**config.mk**
```make
export PLATFORM = sky130hd
export DESIGN_NAME = mem_port_master
export DESIGN_NICKNAME = d
export VERILOG_FILES = /design/src/rtl/mem_port_master.sv
export SDC_FILE = /design/constraint.sdc
export NUM_CORES = 1
export LEC_CHECK = 0
export CORE_ASPECT_RATIO = 2
export CORE_UTILIZATION = 37
export DETAILED_ROUTE_END_ITERATION = 6
export GPL_TIMING_DRIVEN = 0
export PLACE_DENSITY_LB_ADDON = 0.1
export REMOVE_ABC_BUFFERS = 1
export SYNTH_ARGS = -nofsm -noshare
export SYNTH_HDL_FRONTEND = slang
export SYNTH_SLANG_ARGS = --single-unit
```
**constraint.sdc**
```tcl
create_clock -name clk -period 2.4 [get_ports clk]
set_input_delay 0.24 -clock clk [delete_from_list [all_inputs] [get_ports clk]]
set_output_delay 0.24 -clock clk [all_outputs]
set_load 0.01 [all_outputs]
```
**src/rtl/mem_port_master.sv**
```systemverilog
// Initiator for the unified single-port inst/data memory: arbitrates IF fetches
// against MEM load/stores, checks data accesses and returns results with valid pulses.
module mem_port_master #(
    parameter int ADDR_W    = 9,
    parameter int MEM_BYTES = 512,
    parameter int DATA_BASE = 200
) (
    input  logic              clk,
    input  logic              rst,
    input  logic              if_req,
    input  logic [ADDR_W-1:0] if_addr,
    output logic              if_ready,
    output logic              if_valid,
    output logic [31:0]       if_inst,
    input  logic              ls_req,
    input  logic              ls_we,
    input  logic [2:0]        ls_f3,
    input  logic [ADDR_W-1:0] ls_addr,
    input  logic [31:0]       ls_wdata,
    output logic              ls_ready,
    output logic              ls_rvalid,
    output logic [31:0]       ls_rdata,
    output logic              ls_err,
    output logic [ADDR_W-1:0] mem_addr,
    output logic [ADDR_W-1:0] mem_addr2,
    output logic [2:0]        mem_f3,
    output logic              mem_read,
    output logic              mem_write,
    output logic [31:0]       mem_wdata,
    input  logic [31:0]       mem_inst,
    input  logic [31:0]       mem_rdata,
    output logic              stall
);

    typedef enum logic [2:0] {IDLE, ISSUE_I, ISSUE_D, RESP_I, RESP_D, ERR_D} state_t;

    localparam logic [ADDR_W+1:0] BASE_W  = DATA_BASE[ADDR_W+1:0];
    localparam logic [ADDR_W+1:0] LIMIT_W = MEM_BYTES[ADDR_W+1:0];

    state_t            state;
    logic              last_data;
    logic              store_q;
    logic              grant_i, grant_d;
    logic [ADDR_W+1:0] size;
    logic [ADDR_W+1:0] end_addr;
    logic              bad_f3, misal, oor, ls_bad;

    // last_data breaks ties so both classes alternate under contention
    assign grant_i  = (state == IDLE) && if_req && (!ls_req || last_data);
    assign grant_d  = (state == IDLE) && ls_req && (!if_req || !last_data);
    assign if_ready = grant_i;
    assign ls_ready = grant_d;

    always_comb begin
        size = '0;
        case (ls_f3[1:0])
            2'b00:   size = (ADDR_W+2)'(1);
            2'b01:   size = (ADDR_W+2)'(2);
            default: size = (ADDR_W+2)'(4);
        endcase
    end

    assign bad_f3   = (ls_f3[1:0] == 2'b11) || (ls_f3[2] && ls_f3[1]);
    assign misal    = ((ls_f3[1:0] == 2'b01) && ls_addr[0]) ||
                      ((ls_f3[1:0] == 2'b10) && (ls_addr[1:0] != 2'b00));
    assign end_addr = BASE_W + {2'b00, ls_addr} + size;
    assign oor      = end_addr > LIMIT_W;
    assign ls_bad   = bad_f3 || misal || oor;

    // memory data_out is only valid during RESP_D, so load data passes straight through
    assign ls_rdata = (state == RESP_D && !store_q) ? mem_rdata : 32'd0;

    assign stall = (if_req && !if_ready) || (ls_req && !ls_ready) || (state != IDLE);

    always_ff @(posedge clk or negedge rst) begin
        if (!rst) begin
            state     <= IDLE;
            last_data <= 1'b1;
            store_q   <= 1'b0;
            if_valid  <= 1'b0;
            if_inst   <= '0;
            ls_rvalid <= 1'b0;
            ls_err    <= 1'b0;
            mem_addr  <= '0;
            mem_addr2 <= '0;
            mem_f3    <= '0;
            mem_read  <= 1'b0;
            mem_write <= 1'b0;
            mem_wdata <= '0;
        end else begin
            case (state)
                IDLE: begin
                    if (grant_i) begin
                        mem_addr  <= {if_addr[ADDR_W-1:2], 2'b00};
                        last_data <= 1'b0;
                        state     <= ISSUE_I;
                    end else if (grant_d) begin
                        last_data <= 1'b1;
                        if (ls_bad) begin
                            ls_rvalid <= 1'b1;
                            ls_err    <= 1'b1;
                            state     <= ERR_D;
                        end else begin
                            mem_addr2 <= ls_addr;
                            mem_f3    <= ls_f3;
                            mem_wdata <= ls_wdata;
                            mem_read  <= !ls_we;
                            mem_write <= ls_we;
                            store_q   <= ls_we;
                            state     <= ISSUE_D;
                        end
                    end
                end
                ISSUE_I: begin
                    if_inst  <= mem_inst;
                    if_valid <= 1'b1;
                    state    <= RESP_I;
                end
                ISSUE_D: begin
                    mem_read  <= 1'b0;
                    mem_write <= 1'b0;
                    ls_rvalid <= 1'b1;
                    state     <= RESP_D;
                end
                RESP_I: begin
                    if_valid <= 1'b0;
                    state    <= IDLE;
                end
                RESP_D, ERR_D: begin
                    ls_rvalid <= 1'b0;
                    ls_err    <= 1'b0;
                    state     <= IDLE;
                end
                default: state <= IDLE;
            endcase
        end
    end

endmodule

```
==> impl_metrics.env <==
export IMPL_dr_pass1_iters=4
export IMPL_relSlewSlack=0.594
export IMPL_required_ns=2.62
export IMPL_start_util=0.382
export IMPL_drtIter0Drc=140
export IMPL_hold_viol=0
export IMPL_nFillCells=794
export IMPL_hold_ws_ns=0.156
export IMPL_stdcell_area_um2=7310
export IMPL_setup_violations_final=41
export IMPL_grt_max_degree=65
export IMPL_dieArea_um2=11400
export IMPL_regArea_um2=2330
export IMPL_ys_ff_latch=93
export IMPL_routedWlPerCell_um=18.3
export IMPL_end_kind="flop"
export IMPL_antenna_found_initial=0
export IMPL_final_cell_mix="clkdlybuf4s50_1, dfrtp_1, mux2_2"
export IMPL_port_buffers=242
export IMPL_worst_ep_arrival_time_ns=2.74
export IMPL_grt_ovfl_total=0
export IMPL_clkLatencyLatePin_ns=0.34
export IMPL_synth_seq_area_share=0.574
export IMPL_final_common_cell="clkdlybuf4s50_1"
export IMPL_power_density_nw_per_um2=1140
export IMPL_synth_avg_cell_area_um2=14.2
export IMPL_die_w_um=76.0
export IMPL_gr_usage_all_layers=0.216
export IMPL_drv_slew=0
export IMPL_critPathMaxFanout=6
export IMPL_dpl_cell_area_um2=6630
export IMPL_hp_class="input pin to flop"
export IMPL_rows=53
export IMPL_vias=3385
export IMPL_crit_chain="buf_8 > nor2_4 > ha_4 > inv_2 > fa_1 > nor4b_4 > a41oi_2 > o211a_4 > or3b_4 > mux2_4"
export IMPL_start_kind="input pin"
export IMPL_die_h_um=150
export IMPL_ant_nets=0
export IMPL_fin_tns_setup_ns=-3.42
export IMPL_grt_pass1_wl_um=18500
export IMPL_syn2layout_area_growth_pct=80.3
export IMPL_max_freq_mhz=397
export IMPL_p_leak_nw=3.58
export IMPL_period_minus_slack_ns=2.52
export IMPL_cts_tree="done"
export IMPL_slowest_delay_ns=0.51
export IMPL_cap_violations=0
export IMPL_path_buf_inv=2
export IMPL_clock_path_buffers=2
export IMPL_status="finished with violations"
export IMPL_drive_gt1_frac=0.265
export IMPL_yosys_warnings=0
export IMPL_clockRootBuffer="clkbuf_16"
export IMPL_violations="negative setup slack"
export IMPL_fin_ws_ns=-0.121
export IMPL_n_antenna_cell=0
export IMPL_num_io_pins=247
export IMPL_tightest_slew_ns=0.604
export IMPL_syn_area_um2=4060
export IMPL_synth_cell_types=36
export IMPL_finalCritPeriodShare=1.05
export IMPL_avgViaCountPerCell=4.89
export IMPL_fp_coreArea_um2=10600
export IMPL_place_congestion=0.717
export IMPL_layout_nets=677
export IMPL_place_inst=654
export IMPL_multiInputGateArea_um2=1810
export IMPL_cts_buffers=9
export IMPL_cts_sinks=93
export IMPL_rsz0062_at_grt="yes"
export IMPL_syn_inst=285
export IMPL_instances_no_fill=692
export IMPL_path_class="input pin to flop"
export IMPL_place_hpwl_um=8410
export IMPL_finClkSkew_ns=0.00850
export IMPL_cp_top_family="simple AND/OR/NAND/NOR gates"
export IMPL_clk_pin_slew_ns=0.07
export IMPL_drt_total_wl_um=12700
export IMPL_grt_pass1_vias=3535
export IMPL_drc_errors=0
export IMPL_ir_worst_vdd_mv=0.799
export IMPL_critPathSlowestCell="or3b_4"
export IMPL_htree_num_levels=3
[worst reg2reg max path: cells and delay by family (launching register included)]
family | cells | cell delay, ns
flip-flops | 1 | 0.43
buffers and inverters | 1 | 0.15
AND/OR/NAND/NOR | 3 | 1.11
multiplexers | 1 | 0.33
[power by group]
| group | internal, mW | leakage, nW | switching, mW |
|---|---|---|---|
| Combinational | 2.62 | 2.32 | 1.49 |
| Sequential | 2.37 | 1.12 | 0.437 |
| Clock | 0.834 | 0.145 | 0.597 |
[through the flow]
| step | total power [mW] | util | setup WS [ns] |
|---|---|---|---|
| floorplan | 4.49 | - | -1.03 |
| global placement | 6.63 | 0.619 | -2.37 |
| detailed placement | 6.77 | 0.625 | -1.18 |
| CTS | 8.34 | 0.671 | -0.153 |
| global route | 8.77 | 0.689 | -0.177 |
| finish | 8.35 | 0.689 | -0.121 |
[layer usage]
| layer | part of all wire | global-route usage | up-vias | routed length (µm) |
|---|---|---|---|---|
| met2 | 0.57 | 0.415 | 191 | 7190 |
| li1 | - | - | 1520 | - |
| met3 | 0.085 | 0.0726 | 25 | 1080 |
| met1 | 0.31 | 0.198 | 1649 | 3920 |
| met5 | 0 | 0 | - | 0 |
| met4 | 0.039 | 0.111 | 0 | 490 |
[logic make-up after synthesis]
family,count (synthesis),share of synthesized area
AO/OA/AOI/OAI,18,0.0308
XOR/XNOR,1,0.00216
adder cells (fa/ha/maj),4,0.0142
buffers and inverters,21,0.0290
flip-flops,93,0.574
multiplexers,86,0.264
other,1,0.000924
AND/OR/NAND/NOR,61,0.0848
[what timing repair did]
item | 4_1_cts | 5_1_grt
endpoints found under the setup margin | 84 | 80
hold buffers | 1 | 0
pin swaps | 10 | 10
endpoints found under the hold margin | 29 | 0
cloned | 7 | 3
setup buffers | 2 | 10
resized for setup | 43 | 38
[sequential cells by signal (all words and copies together), names as in the netlist]
name / count
if_valid: 1
if_inst: 32
mem_addr2: 9
ls_err: 1
mem_write: 1
mem_read: 1
mem_addr: 7
store_q: 1
ls_rvalid: 1
last_data: 1
state: 3
mem_wdata: 32
mem_f3: 3
[worst paths after layout]
path                                         startpoint                         to  slack (ns)  cells after the start
min in group asynchronous                           rst    if_inst[24]$_DFFE_PN0P_        0.37                      2
max in group asynchronous                           rst      last_data$_DFFE_PN1P_        1.33                      3
worst min-delay path                           ls_f3[1]      mem_f3[1]$_DFFE_PN0P_        0.16                      2
worst max-delay path                           ls_f3[0]      mem_f3[0]$_DFFE_PN0P_       -0.12                     10
worst min register to register  mem_addr[6]$_DFFE_PN0P_    mem_addr[6]$_DFFE_PN0P_        0.50                      1
worst max register to register     state[1]$_DFFE_PN0P_  mem_wdata[17]$_DFFE_PN0P_        0.28                      5
[Yosys cell counts (all sizes together)]
cell type,instances,area share
a21boi,3,0.0056
a21o,1,0.0019
a21oi,3,0.0037
a22o,1,0.0022
a22oi,1,0.0019
a41oi,1,0.0022
and2,33,0.051
buf,7,0.016
clkbuf,7,0.0065
conb,1,0.00092
dfrtp,92,0.57
dfstp,1,0.0065
fa,1,0.0049
ha,3,0.0093
inv,7,0.0065
mux2,84,0.26
mux2i,2,0.0049
nand2,11,0.010
nand2b,3,0.0046
nand3,1,0.0012
nor2,7,0.0065
nor3,2,0.0025
nor4,1,0.0015
nor4b,1,0.0037
o211a,1,0.0025
o21a,1,0.0019
o21ai,3,0.0037
o22ai,1,0.0015
o31ai,1,0.0019
o32ai,1,0.0022
or2,1,0.0015
or3b,1,0.0022
xor2,1,0.0022
[cell type report]
class                   count  area share
flip-flops and latches     93       0.319
repair buffers            261       0.367
multi-input cells         179       0.247
well taps                 137      0.0234
clock inverters             5     0.00821
inverters                   7     0.00359
clock buffers              10      0.0327
No activity file was read; power rests on OpenSTA's default activity.
